===== src/rtl/sync_fifo_prog.sv =====
// Synchronous FIFO with registered-read or FWFT read path, programmable almost flags and sticky errors.
// Read latency 1 edge (FWFT=0) or 0 (FWFT=1); writes at full are rejected unless a read pops the same cycle; optional peak tracker under SYNC_FIFO_PROG_WATERMARK_EN.
module sync_fifo_prog #(
  parameter int DATA_WIDTH = 8,
  parameter int DEPTH      = 16,
  parameter int ADDR_BITS  = $clog2(DEPTH),
  parameter int FWFT       = 0
) (
  input  logic                  clk,
  input  logic                  rst_n,
  input  logic                  wr_en,
  input  logic [DATA_WIDTH-1:0] wr_data,
  input  logic                  rd_en,
  output logic [DATA_WIDTH-1:0] rd_data,
  output logic                  rd_valid,
  input  logic [ADDR_BITS:0]    af_thresh,
  input  logic [ADDR_BITS:0]    ae_thresh,
  input  logic                  err_clr,
  output logic                  full,
  output logic                  empty,
  output logic                  almost_full,
  output logic                  almost_empty,
  output logic                  overflow,
  output logic                  underflow,
  output logic                  ovf_sticky,
  output logic                  udf_sticky,
  output logic [ADDR_BITS:0]    count
`ifdef SYNC_FIFO_PROG_WATERMARK_EN
  ,
  output logic [ADDR_BITS:0]    watermark
`endif
);

  localparam logic [ADDR_BITS:0] DEPTH_CNT = (ADDR_BITS+1)'(DEPTH);

  logic [DATA_WIDTH-1:0] mem [DEPTH];
  logic [ADDR_BITS-1:0]  wr_ptr;
  logic [ADDR_BITS-1:0]  rd_ptr;
  logic                  rd_acc;
  logic                  wr_acc;
  logic                  wr_rej;
  logic                  rd_rej;

  assign full         = (count == DEPTH_CNT);
  assign empty        = (count == '0);
  assign almost_full  = (count >= af_thresh);
  assign almost_empty = (count <= ae_thresh);

  assign rd_acc = rd_en && !empty;
  // A pop in the same cycle frees the slot, so a write at full still lands.
  assign wr_acc = wr_en && (!full || rd_acc);
  assign wr_rej = wr_en && !wr_acc;
  assign rd_rej = rd_en && empty;

  always_ff @(posedge clk or negedge rst_n) begin
    if (!rst_n) begin
      wr_ptr <= '0;
      rd_ptr <= '0;
      count  <= '0;
    end else begin
      if (wr_acc) wr_ptr <= wr_ptr + ADDR_BITS'(1);
      if (rd_acc) rd_ptr <= rd_ptr + ADDR_BITS'(1);
      case ({wr_acc, rd_acc})
        2'b10:   count <= count + (ADDR_BITS+1)'(1);
        2'b01:   count <= count - (ADDR_BITS+1)'(1);
        default: count <= count;
      endcase
    end
  end

  // Storage is deliberately left out of reset; contents are dropped via the pointers.
  always_ff @(posedge clk) begin
    if (wr_acc) mem[wr_ptr] <= wr_data;
  end

  always_ff @(posedge clk or negedge rst_n) begin
    if (!rst_n) begin
      overflow   <= 1'b0;
      underflow  <= 1'b0;
      ovf_sticky <= 1'b0;
      udf_sticky <= 1'b0;
    end else begin
      overflow   <= wr_rej;
      underflow  <= rd_rej;
      ovf_sticky <= wr_rej || (ovf_sticky && !err_clr);
      udf_sticky <= rd_rej || (udf_sticky && !err_clr);
    end
  end

  generate
    if (FWFT != 0) begin : g_fwft
      assign rd_data  = mem[rd_ptr];
      assign rd_valid = !empty;
    end else begin : g_reg_read
      always_ff @(posedge clk or negedge rst_n) begin
        if (!rst_n) begin
          rd_data  <= '0;
          rd_valid <= 1'b0;
        end else begin
          rd_valid <= rd_acc;
          if (rd_acc) rd_data <= mem[rd_ptr];
        end
      end
    end
  endgenerate

`ifdef SYNC_FIFO_PROG_WATERMARK_EN
  always_ff @(posedge clk or negedge rst_n) begin
    if (!rst_n) begin
      watermark <= '0;
    end else if (err_clr || (count > watermark)) begin
      watermark <= count;
    end
  end
`endif

endmodule


===== config.mk =====
export PLATFORM = sky130hd
export DESIGN_NAME = sync_fifo_prog
export DESIGN_NICKNAME = d
export VERILOG_FILES = /design/src/rtl/sync_fifo_prog.sv
export SDC_FILE = /design/constraint.sdc
export NUM_CORES = 1
export LEC_CHECK = 0
export CAP_MARGIN = 40
export CORE_ASPECT_RATIO = 1.25
export CORE_MARGIN = 2
export CORE_UTILIZATION = 46
export CTS_CLUSTER_SIZE = 25
export DETAILED_ROUTE_END_ITERATION = 6
export PLACE_DENSITY = 0.71
export SLEW_MARGIN = 20
export SYNTH_ARGS = -nofsm -noshare
export SYNTH_HDL_FRONTEND = slang
export SYNTH_SLANG_ARGS = --single-unit

===== constraint.sdc =====
create_clock -name clk -period 3.2 [get_ports clk]
set_input_delay 0.64 -clock clk [delete_from_list [all_inputs] [get_ports clk]]
set_output_delay 0.64 -clock clk [all_outputs]
set_load 0.02 [all_outputs]

-- Word-level counts from Yosys, hierarchy flattened
Memories as Yosys holds them, arrays and structs flattened. A register that Yosys moved wholly into a read port is not among the register bits.
Cells that the tools add are included.
- order comparisons: 2
- shift-type cells: 0
- reduce and logical (&&, ||, !) cells: 16
- multiply operators: 0
- multiplexer cells: 3
- divide/modulo/power cells: 0
- equality and inequality tests: 3
- bitwise logic cells: 0
- $add $sub $neg: 4
- operators by type and width (operator ; count):
    $pmux W5 S2 ; 1
    $add A4 B1 Y4 const B ; 2
    $logic_and A1 B1 Y1 ; 6
    $add A5 B1 Y5 const B ; 1
    $eq A5 B5 Y1 const B ; 1
    $ge A5 B5 Y1 ; 1
    $le A5 B5 Y1 ; 1
    $logic_not A1 Y1 ; 5
    $logic_not A5 Y1 ; 1
    $sub A5 B1 Y5 const B ; 1
    $logic_or A1 B1 Y1 ; 3
    $eq A2 B1 Y1 const B ; 1
    $eq A2 B2 Y1 const B ; 1
    $mux W1 ; 2
    $reduce_bool A2 Y1 ; 1
- register bits after elaboration: 18
- input port bits: 23
- output and inout bits: 22
- bits in latches: 0
- ROM bits: 0
- memories kept: 1
- bits in writable memories: 128
- memories (memory ; depth ; bits a word ; rd ports ; clocked after Yosys merged registers in ; wr ports ; RTL line ; source):
    mem ; 16 ; 8 ; 1 ; 1 ; 1 ; 36 ; logic [DATA_WIDTH-1:0] mem [DEPTH];

-- Logic depth before layout (Yosys ltp)
- word-level depth: 8
- depth in mapped cells: 9
- mapped depth without buffers: 9

-- Worst setup path before layout
Ideal clock, no wire load.
- path type: register to register
- start: register count[0]
- end: register count[4]
- data required time: 3.063 ns
- buffers on the path: 0
- stages on the path, launching flop included: 10
- path slack: 0.379 ns
- arrival time: 2.684 ns
- path through: dfrtp_1 -> nor4_4 -> and2b_4 -> nor2_1 -> fa_1 -> a21o_1 -> a21oi_1 -> mux2_2 -> a21oi_1 -> o21ai_0
- cells in the longest elaborated chain, start to end: 7
- elaborated cells between the ends (all ways): 13
- ends and longest elaborated chain (what ; RTL line ; source):
    start: declaration ; 27 ; output logic [ADDR_BITS:0] count
    start signal: assignment ; 64 ; 2'b10: count <= count + (ADDR_BITS+1)'(1);
    start signal: assignment ; 65 ; 2'b01: count <= count - (ADDR_BITS+1)'(1);
    start signal: assignment ; 66 ; default: count <= count;
    $logic_not A5 Y1 * ; 45 ; assign empty = (count == '0);
    net empty ; 20 ; output logic empty,
    $logic_not A1 Y1 * ; 49 ; assign rd_acc = rd_en && !empty;
    $logic_and A1 B1 Y1 * ; 49 ;
    $logic_or A1 B1 Y1 ; 51 ; assign wr_acc = wr_en && (!full || rd_acc);
    $logic_and A1 B1 Y1 ; 51 ;
    $eq A2 B1 Y1 / $eq A2 B2 Y1 (equally long branches) ; 63 ; case ({wr_acc, rd_acc})
    $pmux W5 S2 / $reduce_bool A2 Y1 (equally long branches) ; n/a ;
The timed path passes the listed nets; every way through them passes the cells marked *.
A chain may end at the register's enable or synchronous reset.

-- Final worst setup path
- start: input port ae_thresh[1]
- end: output port almost_empty
- cells in the longest elaborated chain, start to end: 1
- ends and longest elaborated chain (what ; RTL line ; source):
    start: declaration ; 17 ; input logic [ADDR_BITS:0] ae_thresh,
    $le A5 B5 Y1 ; 47 ; assign almost_empty = (count <= ae_thresh);
    end: declaration ; 22 ; output logic almost_empty,
Every way passes these cells.

==> reports/metrics.csv <==
stage;metric;value;unit
synthesis;Yosys top cell by area;edfxtp_1;
timing;final worst path period share;93.9;%
synthesis;Unique masters post-synth;36;
clocking;buffer depth of the longest clock path;2;
layout;layout cells sized above 1;20.1;%
run;Max Cap Viol;0;
layout;NumNets Final;451;
synthesis;Async S/R FF share, synth;16.9;%
synthesis;count leader, synth;edfxtp_1;
clocking;TritonCTS clock tree;yes;
timing;worst-case clock skew;5.24;ps
timing;fmax;333;MHz
global_routing;global-route wire length before repair;18800;um
critical_path;crit-path max FO;2;
floorplan;die height;136;um
timing;slew margin rel.;62.0;%
synthesis;Main synth FF type;edfxtp_1;
timing;Final Max Tran Viols;0;
drt;post-DR vias/cell;5.47;
layout;Synth-to-Final Area Change;20.4;%
power;maximum vdd drop;0.515;mV
clocking;Clock Latency Late Sink;410;ps
power;Pwr per Cell Area;894;nW/um^2
critical_path;crit start category;primary input;
clocking;H-tree depth;4;
layout;# fillers;1066;
floorplan;Ports;45;
floorplan;Die Wd;110;um
floorplan;Starting Density;46.8;%
clocking;root buffer cell;clkbuf_16;
timing;Min Hold Slack;483;ps
timing;slew at the pin closest to its max-slew limit;568;ps
placement;GP Congestion;0.793;
drt;antenna-violating nets left;0;
drt;Routed WL;12100;um
floorplan;Core Region;13700;um^2
worst_hold_path;worst min path class;reg2reg;
placement;HPWL Detailed;8040;um
timing;Setup TNS Final;0;ps
floorplan;Die ar.;14900;um^2
global_routing;total global routing overflow;0;
run_status;status;finished clean;
floorplan;floorplan row count;48;
clocking;Clock Pin Slew Worst Setup and Hold Paths;60;ps
timing;unrepaired setup endpoints after global routing;false;
global_routing;antenna violations before repair;0;
synthesis;post-synth top area share;60.0;%
global_routing;gr usage total;17.7;%
critical_path;Crit path required time;2560;ps
synthesis;synthesized area;6410;um^2
drt;drt wl/cell;20.2;um
critical_path;crit path DAT;2360;ps
timing;endpoints failing hold;0;
drt;drt pass-1 iters;4;
synthesis;register area share after synthesis;70.1;%
critical_path;CP Capture Type;output pin;
drt;DRT iter0 DRCs;226;
global_routing;largest net degree at the start of global routing;34;
timing;# setup viols final;0;
synthesis;syn avg cell area;18.3;um^2
synthesis;EDFF count, synth;128;
clocking;clock sink count;154;
power;Static Leak;0.00281;uW
synthesis;Mapped Nets;392;
critical_path;CP Class;in2out;
synthesis;Area contributors post-synth;edfxtp_1 60%, mux4_2 11%, dfrtp_1 10%;
synthesis;Mapped Cells;350;
layout;Antenna diodes;0;
synthesis;post-synthesis register bit count;154;
placement;IO buf count;44;
global_routing;vias in the first global route;3510;
drt;post-detailed-route DRC marker count;0;
synthesis;synth cell count leaders;128 x edfxtp_1, 32 x mux4_2, 26 x dfrtp_1, 19 x nand2_1, 18 x ha_1;
drt;via count;3264;
synthesis;Synth Warn #;0;
timing;Period minus WS final;3000;ps
clocking;CTS buffer count;17;
[worst max-delay path: stages]
cell	delay [ps]
clkdlybuf4s50_1	460
inv_1	40
ha_1	290
nor2b_1	130
o21a_1	160
o21ai_0	140
nand2_1	70
o211ai_1	80
dlygate4sd2_1	360
[final timing paths]
| check | cells past startpoint | endpoint | startpoint | slack, ps |
|---|---|---|---|---|
| hold / removal | 1 | udf_sticky | udf_sticky | 480 |
| max in group asynchronous | 2 | rd_ptr[0] | rst_n | 2290 |
| setup reg to reg | 10 | count[4] | count[2] | 400 |
| setup / recovery | 9 | almost_empty | ae_thresh[1] | 200 |
| hold reg to reg | 1 | udf_sticky | udf_sticky | 480 |
| min in group asynchronous | 2 | count[3] | rst_n | 610 |
[per-stage QoR]
stage                     utilization [%]  std cells  worst slack, ps  total power [uW]  area (um^2)
after floorplan                         -        350              379              4160         6410
after global placement               51.7        564            -32.8              4810         7070
after detailed placement             51.9        565            -87.7              4920         7100
after CTS                            56.3        597              106              6970         7710
after global routing                 56.4        597              113              7230         7720
final                                56.4        597              196              6900         7720
[flip-flops by register name (all words and copies together), names as in the netlist]
signal,count
count,5
mem,128
overflow,1
ovf_sticky,1
rd_data,8
rd_ptr,4
rd_valid,1
udf_sticky,1
underflow,1
wr_ptr,4
[layout by cell type (no fill, tap or decap), types with 2 or more instances in the layout]
| master | instances |
|---|---|
| ha_1 | 18 |
| a21oi_1 | 6 |
| clkinvlp_4 | 2 |
| clkdlybuf4s50_1 | 42 |
| a21o_1 | 4 |
| inv_6 | 3 |
| o21ai_0 | 5 |
| and3_1 | 8 |
| mux2i_1 | 16 |
| clkinv_4 | 3 |
| and2_1 | 9 |
| o221ai_1 | 8 |
| nand2_1 | 19 |
| nand4_1 | 2 |
| nor2b_1 | 2 |
| inv_8 | 2 |
| buf_4 | 7 |
| inv_1 | 13 |
| edfxtp_1 | 128 |
| mux4_2 | 32 |
| bufinv_16 | 3 |
| clkbuf_16 | 17 |
| clkinv_2 | 2 |
| nor2_1 | 11 |
| nand2b_1 | 4 |
| mux2_2 | 4 |
| xnor2_1 | 8 |
| o21a_1 | 2 |
| dfrtp_1 | 25 |
[layer usage]
layer | track usage [%] | wire, um | share of wire [%] | vias to the layer above
met5 | 0 | 0 | 0 | -
met4 | 7.45 | 157 | 1.3 | 0
met3 | 4.03 | 784 | 6.5 | 16
met2 | 30.7 | 6450 | 53 | 102
met1 | 21.0 | 4670 | 39 | 1653
li1 | - | - | - | 1493
[report_power, final]
part,leakage (uW),switching [uW],total [uW],internal (uW)
clock network,0.000298,806,2050,1240
logic,0.00104,1020,2090,1070
registers,0.00147,275,2760,2490
[kinds of logic after synthesis]
logic type / Yosys count / share of synthesized area (%)
buf+inv: 27 / 1.89
flops: 154 / 70.1
xor+xnor: 9 / 1.23
simple gates: 62 / 5.47
mux: 52 / 14.4
fa+ha+maj: 19 / 3.83
compound gates: 27 / 3.01
[what timing repair did]
| item | 4_1_cts | 5_1_grt |
|---|---|---|
| setup endpoints to repair | 1 | 1 |
| cloned | 0 | 0 |
| gates resized for setup | 1 | 1 |
| setup buffers | 0 | 0 |
| hold buffers | 0 | 0 |
[cell type report]
class / instances / area (um^2) / area share [%]
clock inverters: 15 / 190 / 2.46
repair buffers: 53 / 542 / 7.02
multi-input cells: 169 / 1790 / 23.2
clock buffers: 17 / 425 / 5.51
flip-flops and latches: 154 / 4500 / 58.3
inverters: 14 / 52.6 / 0.681
well taps: 175 / 219 / 2.84
No activity file was read; power rests on OpenSTA's default activity.
